## src/rtl/ofm_csum_out_if.sv

```systemverilog
// FIFO-side bundle for ofm_csum_out: control and data FWFT read ports plus the TX FIFO write port.
interface ofm_csum_out_if #(
    parameter int C_DATA_WIDTH = 64
);
    localparam int W = C_DATA_WIDTH + C_DATA_WIDTH / 8 + 1;

    // Handshake: both read FIFOs are FWFT, so *_rdata is valid whenever *_empty is low and the
    // word is consumed in every cycle *_rden is high (rden never asserts while empty).
    // tx_fifo_wren is a write strobe with no ready; the writer throttles itself from tx_fifo_afull.
    logic [34:0]  ctrl_fifo_rdata;
    logic         ctrl_fifo_empty;
    logic         ctrl_fifo_rden;
    logic [W-1:0] data_fifo_rdata;
    logic         data_fifo_empty;
    logic         data_fifo_rden;
    logic [W-1:0] tx_fifo_wdata;
    logic         tx_fifo_wren;
    logic         tx_fifo_afull;

    modport master (
        input  ctrl_fifo_rdata, ctrl_fifo_empty, data_fifo_rdata, data_fifo_empty, tx_fifo_afull,
        output ctrl_fifo_rden, data_fifo_rden, tx_fifo_wdata, tx_fifo_wren
    );

    modport slave (
        output ctrl_fifo_rdata, ctrl_fifo_empty, data_fifo_rdata, data_fifo_empty, tx_fifo_afull,
        input  ctrl_fifo_rden, data_fifo_rden, tx_fifo_wdata, tx_fifo_wren
    );
endinterface

```

## src/rtl/ofm_csum_out.sv

```systemverilog
// TX checksum-insert output engine: per-frame control word, 16-bit checksum field overwrite,
// optional frame drop, one registered stage into the TX FIFO.
module ofm_csum_out #(
    parameter int C_DATA_WIDTH = 64,
    parameter int C_CNT_WIDTH  = 32
) (
    input  logic                   tx_clk,
    input  logic                   mm2s_reset,
    ofm_csum_out_if.master         fifo,
    output logic                   csum_err,
    output logic [C_CNT_WIDTH-1:0] tx_frame_cnt,
    output logic [C_CNT_WIDTH-1:0] drop_frame_cnt,
    output logic [3:0]             dbg_state
);
    localparam int NB  = C_DATA_WIDTH / 8;
    localparam int NL  = C_DATA_WIDTH / 16;
    localparam int LOG = $clog2(NB);
    localparam int W   = C_DATA_WIDTH + NB + 1;

    typedef enum logic [2:0] {
        S_IDLE = 3'd0,
        S_SOF  = 3'd1,
        S_DATA = 3'd2,
        S_EOF  = 3'd3
    } state_t;

    state_t       state;
    state_t       state_nxt;
    logic         drop_r;
    logic [1:0]   mode_r;
    logic [15:0]  ofs_r;
    logic [15:0]  sum_r;
    logic [15:0]  beat_cnt;
    logic         hit;
    logic         pop;
    logic         ins_now;
    logic [15:0]  fin_val;
    logic [LOG-2:0] lane;
    logic [W-1:0] beat_mod;

    // Drop frames drain regardless of TX back-pressure since nothing is written.
    assign pop  = (state == S_DATA) & ~fifo.data_fifo_empty & (drop_r | ~fifo.tx_fifo_afull);
    assign lane = ofs_r[LOG-1:1];
    assign ins_now = pop & ~hit & (mode_r != 2'b00) & ~ofs_r[0] &
                     (beat_cnt == (ofs_r >> LOG));

    always_comb begin
        fin_val = sum_r;
        case (mode_r)
            2'b10:   fin_val = ~sum_r;
            2'b11:   fin_val = (sum_r == 16'h0000) ? 16'hFFFF : sum_r;
            default: fin_val = sum_r;
        endcase
    end

    always_comb begin
        beat_mod = fifo.data_fifo_rdata;
        if (ins_now) begin
            for (int l = 0; l < NL; l++) begin
                if (int'(lane) == l) beat_mod[16*l +: 16] = fin_val;
            end
        end
    end

    // State register
    always_ff @(posedge tx_clk or posedge mm2s_reset) begin
        if (mm2s_reset) state <= S_IDLE;
        else            state <= state_nxt;
    end

    // Next-state logic
    always_comb begin
        state_nxt = S_IDLE;
        case (state)
            S_IDLE:  state_nxt = fifo.ctrl_fifo_empty ? S_IDLE : S_SOF;
            S_SOF:   state_nxt = S_DATA;
            S_DATA:  state_nxt = (pop && fifo.data_fifo_rdata[W-1]) ? S_EOF : S_DATA;
            S_EOF:   state_nxt = S_IDLE;
            default: state_nxt = S_IDLE;
        endcase
    end

    // Output logic
    always_comb begin
        fifo.ctrl_fifo_rden = (state == S_EOF);
        fifo.data_fifo_rden = pop;
        csum_err            = (state == S_EOF) & ~drop_r & (mode_r != 2'b00) & ~hit;
        dbg_state           = {1'b0, state};
    end

    // The ctrl word stays at the FIFO head until EOF; all decisions use this latched copy.
    always_ff @(posedge tx_clk or posedge mm2s_reset) begin
        if (mm2s_reset) begin
            drop_r   <= 1'b0;
            mode_r   <= 2'b00;
            ofs_r    <= 16'h0000;
            sum_r    <= 16'h0000;
            beat_cnt <= 16'h0000;
            hit      <= 1'b0;
        end else if (state == S_SOF) begin
            drop_r   <= fifo.ctrl_fifo_rdata[34];
            mode_r   <= fifo.ctrl_fifo_rdata[33:32];
            ofs_r    <= fifo.ctrl_fifo_rdata[31:16];
            sum_r    <= fifo.ctrl_fifo_rdata[15:0];
            beat_cnt <= 16'h0000;
            hit      <= 1'b0;
        end else if (pop) begin
            beat_cnt <= beat_cnt + 16'd1;
            if (ins_now) hit <= 1'b1;
        end
    end

    always_ff @(posedge tx_clk or posedge mm2s_reset) begin
        if (mm2s_reset) begin
            fifo.tx_fifo_wdata <= '0;
            fifo.tx_fifo_wren  <= 1'b0;
        end else begin
            fifo.tx_fifo_wren <= pop & ~drop_r;
            if (pop) fifo.tx_fifo_wdata <= beat_mod;
        end
    end

    always_ff @(posedge tx_clk or posedge mm2s_reset) begin
        if (mm2s_reset) begin
            tx_frame_cnt   <= '0;
            drop_frame_cnt <= '0;
        end else if (state == S_EOF) begin
            if (drop_r) drop_frame_cnt <= drop_frame_cnt + 1'b1;
            else        tx_frame_cnt   <= tx_frame_cnt + 1'b1;
        end
    end
endmodule

```

## src/flat_wrapper.sv

```systemverilog
// flat-port wrapper written by rule: the top's interface ports become plain ports
module ofm_csum_out_flat 
#(
    parameter int C_DATA_WIDTH = 64,
    parameter int C_CNT_WIDTH  = 32
)
  (tx_clk, mm2s_reset, csum_err, tx_frame_cnt, drop_frame_cnt, dbg_state, fifo_ctrl_fifo_rdata, fifo_ctrl_fifo_empty, fifo_data_fifo_rdata, fifo_data_fifo_empty, fifo_tx_fifo_afull, fifo_ctrl_fifo_rden, fifo_data_fifo_rden, fifo_tx_fifo_wdata, fifo_tx_fifo_wren);
  ofm_csum_out_if #(.C_DATA_WIDTH(C_DATA_WIDTH)) fifo_i ();
  input  logic tx_clk;
  input  logic mm2s_reset;
  output logic csum_err;
  output logic [C_CNT_WIDTH-1:0] tx_frame_cnt;
  output logic [C_CNT_WIDTH-1:0] drop_frame_cnt;
  output logic [3:0] dbg_state;
  input wire logic [$bits(fifo_i.ctrl_fifo_rdata)-1:0] fifo_ctrl_fifo_rdata;
  input wire logic [$bits(fifo_i.ctrl_fifo_empty)-1:0] fifo_ctrl_fifo_empty;
  input wire logic [$bits(fifo_i.data_fifo_rdata)-1:0] fifo_data_fifo_rdata;
  input wire logic [$bits(fifo_i.data_fifo_empty)-1:0] fifo_data_fifo_empty;
  input wire logic [$bits(fifo_i.tx_fifo_afull)-1:0] fifo_tx_fifo_afull;
  output wire logic [$bits(fifo_i.ctrl_fifo_rden)-1:0] fifo_ctrl_fifo_rden;
  output wire logic [$bits(fifo_i.data_fifo_rden)-1:0] fifo_data_fifo_rden;
  output wire logic [$bits(fifo_i.tx_fifo_wdata)-1:0] fifo_tx_fifo_wdata;
  output wire logic [$bits(fifo_i.tx_fifo_wren)-1:0] fifo_tx_fifo_wren;
  assign fifo_i.ctrl_fifo_rdata = fifo_ctrl_fifo_rdata;
  assign fifo_i.ctrl_fifo_empty = fifo_ctrl_fifo_empty;
  assign fifo_i.data_fifo_rdata = fifo_data_fifo_rdata;
  assign fifo_i.data_fifo_empty = fifo_data_fifo_empty;
  assign fifo_i.tx_fifo_afull = fifo_tx_fifo_afull;
  assign fifo_ctrl_fifo_rden = fifo_i.ctrl_fifo_rden;
  assign fifo_data_fifo_rden = fifo_i.data_fifo_rden;
  assign fifo_tx_fifo_wdata = fifo_i.tx_fifo_wdata;
  assign fifo_tx_fifo_wren = fifo_i.tx_fifo_wren;
  ofm_csum_out #(.C_DATA_WIDTH(C_DATA_WIDTH), .C_CNT_WIDTH(C_CNT_WIDTH)) u_core (.tx_clk(tx_clk), .mm2s_reset(mm2s_reset), .fifo(fifo_i), .csum_err(csum_err), .tx_frame_cnt(tx_frame_cnt), .drop_frame_cnt(drop_frame_cnt), .dbg_state(dbg_state));
endmodule
```

## config.mk

```make
export PLATFORM = sky130hd
export DESIGN_NAME = ofm_csum_out_flat
export DESIGN_NICKNAME = d
export VERILOG_FILES = /design/src/rtl/ofm_csum_out_if.sv /design/src/rtl/ofm_csum_out.sv /design/src/flat_wrapper.sv
export SDC_FILE = /design/constraint.sdc
export NUM_CORES = 1
export LEC_CHECK = 0
export BUFFER_PORTS_ARGS = -buffer_cell sky130_fd_sc_hd__buf_2
export CAP_MARGIN = 40
export CORE_MARGIN = 5
export CORE_UTILIZATION = 57
export CTS_CLUSTER_DIAMETER = 120
export DETAILED_ROUTE_END_ITERATION = 12
export GPL_TIMING_DRIVEN = 0
export HOLD_SLACK_MARGIN = 0.03
export PLACE_DENSITY = 0.9
export SYNTH_ARGS = -nofsm -noshare
export SYNTH_HDL_FRONTEND = slang
export SYNTH_SLANG_ARGS = --single-unit
export TNS_END_PERCENT = 5
```

## constraint.sdc

```tcl
create_clock -name tx_clk -period 9.6 [get_ports tx_clk]
set_input_delay 1.92 -clock tx_clk [delete_from_list [all_inputs] [get_ports tx_clk]]
set_output_delay 1.92 -clock tx_clk [all_outputs]
set_load 0.01 [all_outputs]
```

==> impl_metrics.toml, run 1 <==
[run_status]
status = "completed"

[setup_path]
start_kind = "input port"
cp_max_fo = 10
r2r_start = "u_core.state[0]$_DFF_PP0_"
worstSetupEndpointType = "primary output"
required_ns = 7.68
startpoint = "fifo_data_fifo_empty"
path_class = "input port to primary output"
crit_arrival_ns = 3.57

[global_route]
gr-usage-met2_pct = 45.90
antenna_found_initial = 4
grt_use_total_pct = 28.62
grt-ovfl-total = 0
grt_pass1_wl_mm = 41.30
grt_pass1_vias = 7820
grt-busiest-layer = "met2"
met3_usage_pct = 6.477
grt_use_met1_pct = 36.80
grt_max_degree = 108

[cells_and_area]
drive_gt1_share_pct = 31.13
nNetsFinal = 1243
area_delta_synth_final_pct = 23.60
final_cell_area_sq_um = 11240

[synth]
yosys_warnings = 0
syn_inst = 846
synth_seq_area_share_pct = 52.84
ys_seq_elements = 192
syn_avg_cell_area_sq_um = 10.75
ys_types = 43
synthesis.area_sq_um = 9092

[floorplanning]
num_rows = 46
dieArea_sq_um = 18580
core_area_sq_um = 15770
die_width_um = 136.3
start_util_pct = 57.66
io_pins = 258
die_y_um = 136.3

[timing]
worst_pin_slew_ns = 0.6520
final_max_slew_viol_count = 0
max_freq_mhz = 182.0
post-route-min-period_ns = 5.493
post-route-period-util_pct = 57.22
final.setup.tns_ns = 0
rsz0062_at_grt = "no"
clock_skew_ns = 0.01318
hold_violations = 0
slew-limit-headroom_pct = 56.53
setup_viol = 0

[clock_tree]
cts_resized = 0
cts_tree = "built"
clock_latency_ns = 0.43
cts_buffers = 17
h-tree-depth = 4
cts_setup_buffers = 0
cts_sinks = 192
ctsLongestPathBuffers = 2
cts-root-buf = "clkbuf_16"
clkTransAtPathRegs_ns = 0.07
ctsHoldBuffers = 0

[detailed_routing]
viasPerCell = 5.896
routedWlPerCell_um = 19.55
drt-total-wl_mm = 26.45
vias = 7977
ant_nets = 0
drt-initial-drc-count = 667
drc = 0
drt_first_pass_iters = 5

[placed_design]
io_buffers = 255
postPlaceCellArea_sq_um = 10680
gp_congestion = 0.9314
dp_hpwl_mm = 19.46

[min_path]
holdCritStartpoint = "u_core.tx_frame_cnt[31]$_DFFE_PP0P_"
worstHoldPathType = "flip-flop to flip-flop"

[pwr]
peakVddDrop_mv = 0.1516
power_density_nw_per_um2 = 264.4
power.leakage_uw = 0.005333

[flow_run]
max-cap-violations = 0
## where the power goes
part | switching [uW] | internal, uW | total [uW] | leakage (uW)
sequential | 197 | 1060 | 1250 | 0.00249
combinational | 596 | 449 | 1040 | 0.00258
clock | 304 | 370 | 674 | 0.000262
## final timing paths
check                                                       endpoint  slack, ns  depth (start not counted)
max                                              fifo_data_fifo_rden       4.11                          7
max in group asynchronous  u_core.fifo.tx_fifo_wdata[69]$_DFFE_PP0N_       7.12                          3
min reg2reg                      u_core.tx_frame_cnt[31]$_DFFE_PP0P_       0.47                          1
max reg2reg                u_core.fifo.tx_fifo_wdata[27]$_DFFE_PP0N_       6.99                         10
min                              u_core.tx_frame_cnt[31]$_DFFE_PP0P_       0.47                          1
min in group asynchronous      u_core.drop_frame_cnt[30]$_DFFE_PP0P_       1.56                          2
## metrics by stage
stage | std cells | hold WS, ns | util, % | setup WS (ns) | power (uW)
6_report | 1353 | 0.4685 | 71.26 | 4.107 | 2972
5_1_grt | 1353 | 0.4879 | 71.26 | 3.978 | 3146
4_1_cts | 1350 | 0.4709 | 71.22 | 4.121 | 2974
3_5_place_dp | 1320 | 0.4562 | 67.73 | 4.128 | 2293
3_3_place_gp | 1318 | 0.4518 | 67.49 | 0.4489 | 2247
2_1_floorplan | 847 | 0.4826 | - | 2.453 | 1878
## cells in the final DEF (no fill, tap or decap), types with 10 or more instances in the layout
cell type / synthesis / routed
xnor2_1: 65 / 65
nand3_1: 23 / 23
o21ai_0: 21 / 21
and3_1: 11 / 11
nand4_1: 20 / 20
clkbuf_1: 34 / 37
nor2_1: 23 / 23
buf_2: 13 / 268
nand2_1: 144 / 144
nor4_1: 10 / 10
mux2_2: 37 / 37
o211ai_1: 64 / 64
clkbuf_16: 0 / 17
o311ai_0: 59 / 59
xor2_1: 36 / 36
dfrtp_1: 192 / 192
## final cells by class
type | instances | area [sq um]
Antenna cell | 3 | 7.507
Buffer | 60 | 310.3
Clock buffer | 22 | 464.2
Clock inverter | 8 | 85.08
Fill cell | 1173 | 4532
Inverter | 10 | 45.04
Multi-Input combinational cell | 585 | 3944
Sequential cell | 192 | 4805
Tap cell | 216 | 270.3
Timing Repair Buffer | 257 | 1308
## sequential cells by signal (all words and copies together) (netlist names)
| register | count |
|---|---|
| u_core.fifo.tx_fifo_wdata | 73 |
| u_core.mode_r | 2 |
| u_core.state | 2 |
| u_core.hit | 1 |
| u_core.drop_r | 1 |
| u_core.tx_frame_cnt | 32 |
| u_core.ofs_r | 16 |
| u_core.sum_r | 16 |
| u_core.fifo.tx_fifo_wren | 1 |
| u_core.drop_frame_cnt | 32 |
| u_core.beat_cnt | 16 |
## Yosys cell counts, drive strengths merged
master | number | area share, %
o21ai | 21 | 1.2
inv | 10 | 0.41
nand3 | 23 | 1.3
nor3 | 9 | 0.50
nand2 | 146 | 6.1
nand4 | 21 | 1.5
buf | 25 | 2.0
dfrtp | 192 | 53
and3 | 11 | 0.76
and2b | 1 | 0.083
nor3b | 1 | 0.083
or2 | 1 | 0.069
nand4b | 1 | 0.096
nand2b | 4 | 0.28
o211ai | 64 | 5.3
mux2 | 37 | 4.6
ha | 7 | 0.96
or2b | 1 | 0.083
xnor2 | 65 | 6.3
o311ai | 64 | 6.2
conb | 1 | 0.041
nor2 | 23 | 0.95
clkbuf | 35 | 1.5
nor4 | 12 | 1.1
o21ba | 1 | 0.11
xor2 | 36 | 3.5
a21oi | 7 | 0.39
nor2b | 4 | 0.28
nor4bb | 1 | 0.11
and4 | 7 | 0.67
or3 | 9 | 0.62
and2 | 5 | 0.34
o21bai | 1 | 0.083
## cell families (layout without fill, tap and decap cells)
group,Yosys count,after routing,synth area share (%)
AO/OA/AOI/OAI,158,158,13.18
buffers and inverters,70,357,3.825
flip-flops,192,192,52.84
adder cells (fa/ha/maj),7,7,0.9632
other,1,5,0.04124
AND/OR/NAND/NOR,280,280,14.83
multiplexers,37,37,4.582
XOR/XNOR,101,101,9.729
## layer usage
metal	vias up	wire, um
met5	-	13
met4	2	1230
met3	101	2359
met2	428	12640
met1	3825	10210
li1	3621	-
## critical path, stage by stage
cell and delay [ns]:
buf_2 0.10, and2b_1 0.26, nand2_2 0.11, inv_2 0.14
clkbuf_1 0.43, clkbuf_1 0.38, buf_2 0.21
Note: power is estimated with default switching activity, not from simulation.
==> run 2, diff against run 1 <==
--- a/config.mk
+++ b/config.mk
@@ -5,15 +5,16 @@
 export SDC_FILE = /design/constraint.sdc
 export NUM_CORES = 1
 export LEC_CHECK = 0
+export ABC_AREA = 1
 export BUFFER_PORTS_ARGS = -buffer_cell sky130_fd_sc_hd__buf_2
 export CAP_MARGIN = 40
 export CORE_MARGIN = 5
-export CORE_UTILIZATION = 57
+export CORE_UTILIZATION = 54
 export CTS_CLUSTER_DIAMETER = 120
 export DETAILED_ROUTE_END_ITERATION = 12
 export GPL_TIMING_DRIVEN = 0
 export HOLD_SLACK_MARGIN = 0.03
-export PLACE_DENSITY = 0.9
+export PLACE_DENSITY = 0.85
 export SYNTH_ARGS = -nofsm -noshare
 export SYNTH_HDL_FRONTEND = slang
 export SYNTH_SLANG_ARGS = --single-unit
==> constraint.sdc (replaced) <==
create_clock -name tx_clk -period 5.4 [get_ports tx_clk]
set_input_delay 1.08 -clock tx_clk [delete_from_list [all_inputs] [get_ports tx_clk]]
set_output_delay 1.08 -clock tx_clk [all_outputs]
set_load 0.01 [all_outputs]
==> run 2 against run 1 <==
Critical path depth grew 1. Combinational power up 110%. Die area rose by 16%. Worst hold slack improved by 0.012 ns.
==> impl_metrics.toml, run 2 <==
[run_status]
status = "completed"

[cells_and_area]
final_core_util_pct = 66.79
final_cell_mix = "nand2_1, buf_2, dfrtp_1, inv_1, nand3_1"
area_delta_synth_final_pct = 22.90
nNetsFinal = 1696
regMostFlops = "u_core.fifo.tx_fifo_wdata"
drive_gt1_share_pct = 22.03
final_common_cell = "nand2_1"
fin_cells = 1826
largest_reg_flops = 73
reg_top3 = "u_core.fifo.tx_fifo_wdata x73, u_core.drop_frame_cnt x32, u_core.tx_frame_cnt x32"

[global_route]
grt_pass1_vias = 9442
antenna_found_initial = 4
grt-ovfl-total = 0
grt_use_total_pct = 27.11
grt_max_degree = 39
grt_pass1_wl_mm = 47.27

[setup_path]
worstSetupEndpointType = "primary output"
cp_max_fo = 10
path_class = "input port to primary output"
r2r_start = "u_core.mode_r[0]$_DFFE_PP0P_"
crit_arrival_ns = 2.58
start_kind = "input port"
reg2reg_depth = 8
required_ns = 4.32
timing.rr.end = "u_core.fifo.tx_fifo_wdata[52]$_DFFE_PP0N_"
r2r_slack_ns = 3.10

[floorplanning]
num_rows = 50
start_util_pct = 54.34
io_pins = 258
die_y_um = 146.7
dieArea_sq_um = 21530
die_width_um = 146.7
core_area_sq_um = 18580

[timing]
post-route-period-util_pct = 67.70
clock_skew_ns = 0.01628
setup_viol = 0
worst_pin_slew_ns = 0.8305
post-route-min-period_ns = 3.656
final_max_slew_viol_count = 0
hold_violations = 0
max_freq_mhz = 273.5
final.setup.tns_ns = 0
slew-limit-headroom_pct = 44.52
rsz0062_at_grt = "no"

[synth]
syn_inst = 1295
synth_top_area_cell = "dfrtp_1"
synthesis.area_sq_um = 10100
synth_seq_area_share_pct = 47.58
postSynth.topFlopCell = "dfrtp_1"
synth-edff-count = 0
yosys_warnings = 0
ys_top_cells_by_count = "nand2_1, dfrtp_1, inv_1, nand3_1, nand4_1"
syn_avg_cell_area_sq_um = 7.797
ys_seq_elements = 192
ys_types = 33
synth_top_area_share_pct = 47.58
async_reset_ff_share_pct = 100.0
synth.most_common_cell = "nand2_1"
netlist_top_cells_area = "dfrtp_1, nand2_1, inv_1, nand4_1, nand3_1"

[placed_design]
gp_congestion = 0.9151
dp.cells = 1791
dp_hpwl_mm = 22.05
io_buffers = 255

[detailed_routing]
ant_nets = 0
drt_first_pass_iters = 5
drt-initial-drc-count = 580
viasPerCell = 5.322
drt-total-wl_mm = 29.30
routedWlPerCell_um = 16.04
drc = 0
vias = 9718

[flow_run]
max-cap-violations = 0

[pwr]
peakVddDrop_mv = 0.3491
intPower_uw = 3266
p_sw_uw = 2356
power_density_nw_per_um2 = 453.0
seqPwrFrac_pct = 38.8
share_comb_of_total_power_pct = 38.7
power.leakage_uw = 0.006842
sw_frac_of_total_pct = 41.91
p_clk_share_pct = 22.6
p_total_uw = 5622

[clock_tree]
cts_resized = 0
h-tree-depth = 4
ctsLongestPathBuffers = 2
cts_tree = "built"
cts-root-buf = "clkbuf_16"
cts_buffers = 17
clkTransAtPathRegs_ns = 0.08
cts_sinks = 192
ctsHoldBuffers = 0
cts_setup_buffers = 0
clock_latency_ns = 0.43

[min_path]
min_to = "u_core.fifo.tx_fifo_wdata[54]$_DFFE_PP0N_"
holdCritStartpoint = "u_core.fifo.tx_fifo_wdata[54]$_DFFE_PP0N_"
hold_depth = 2
worstHoldPathType = "flip-flop to flip-flop"
## run 2: how the worst max path moves through the flow
| stage | end | slack (ns) | startpoint |
|---|---|---|---|
| 2_1_floorplan | u_core.beat_cnt[0]$_DFFE_PP0P_ | 1.84 | mm2s_reset |
| 5_1_grt | fifo_data_fifo_rden | 1.67 | fifo_data_fifo_empty |
| 6_report | fifo_data_fifo_rden | 1.74 | fifo_data_fifo_empty |
| 4_1_cts | fifo_data_fifo_rden | 1.74 | fifo_data_fifo_empty |
| 3_3_place_gp | u_core.fifo.tx_fifo_wdata[36]$_DFFE_PP0N_ | 0.66 | mm2s_reset |
| 3_5_place_dp | fifo_data_fifo_rden | 1.75 | fifo_data_fifo_empty |
## run 2: power by group through the flow
stage | sequential [uW] | clock, uW | combinational (uW)
after floorplan | 2270 | 0 | 1170
after global placement | 2180 | 0 | 2070
after detailed placement | 2180 | 0 | 2150
after CTS | 2170 | 1290 | 2160
after global routing | 2230 | 1350 | 2410
final | 2180 | 1270 | 2180
## run 2: area by class of cell
class	instances	area [sq um]
fillers	1548	6171
flip-flops and latches	192	4805
multi-input cells	878	4337
repair buffers	261	1411
inverters	172	649.4
clock buffers	21	470.5
plain buffers	54	314.1
well taps	234	292.8
clock inverters	11	122.6
diodes	3	7.507
## run 2: stage by stage
step	area (sq um)	setup slack [ns]	hold slack, ns
final	12410	1.744	0.4804
after global routing	12410	1.669	0.5011
after CTS	12400	1.743	0.4827
after detailed placement	11810	1.748	0.4612
after global placement	11670	0.6590	0.4591
after floorplan	10100	1.844	0.4914
## run 2: kinds of logic after synthesis
logic type,after synthesis,share of synthesized area (%)
and+or+nand+nor,717,31.77
buffers and inverters,226,9.504
AOI/OAI and AO/OA,80,3.990
other,1,0.03714
DFF,192,47.58
xor gates and xnor gates,72,6.245
adders and majority gates,7,0.8674
## run 2: critical path, cell delays in order
cell and delay (ns):
buf_2 0.09, nor2_1 0.09, nand2_1 0.08, buf_2 0.23, inv_2 0.20, buf_2 0.32, buf_2 0.29, buf_2 0.17
## run 2: per-layer routing
layer | wire (um) | track usage, % | vias up
li1 | - | - | 4650
met1 | 11960 | 35.73 | 4529
met2 | 13880 | 44.23 | 471
met3 | 2671 | 6.601 | 66
met4 | 770 | 8.984 | 2
met5 | 13 | 0 | -
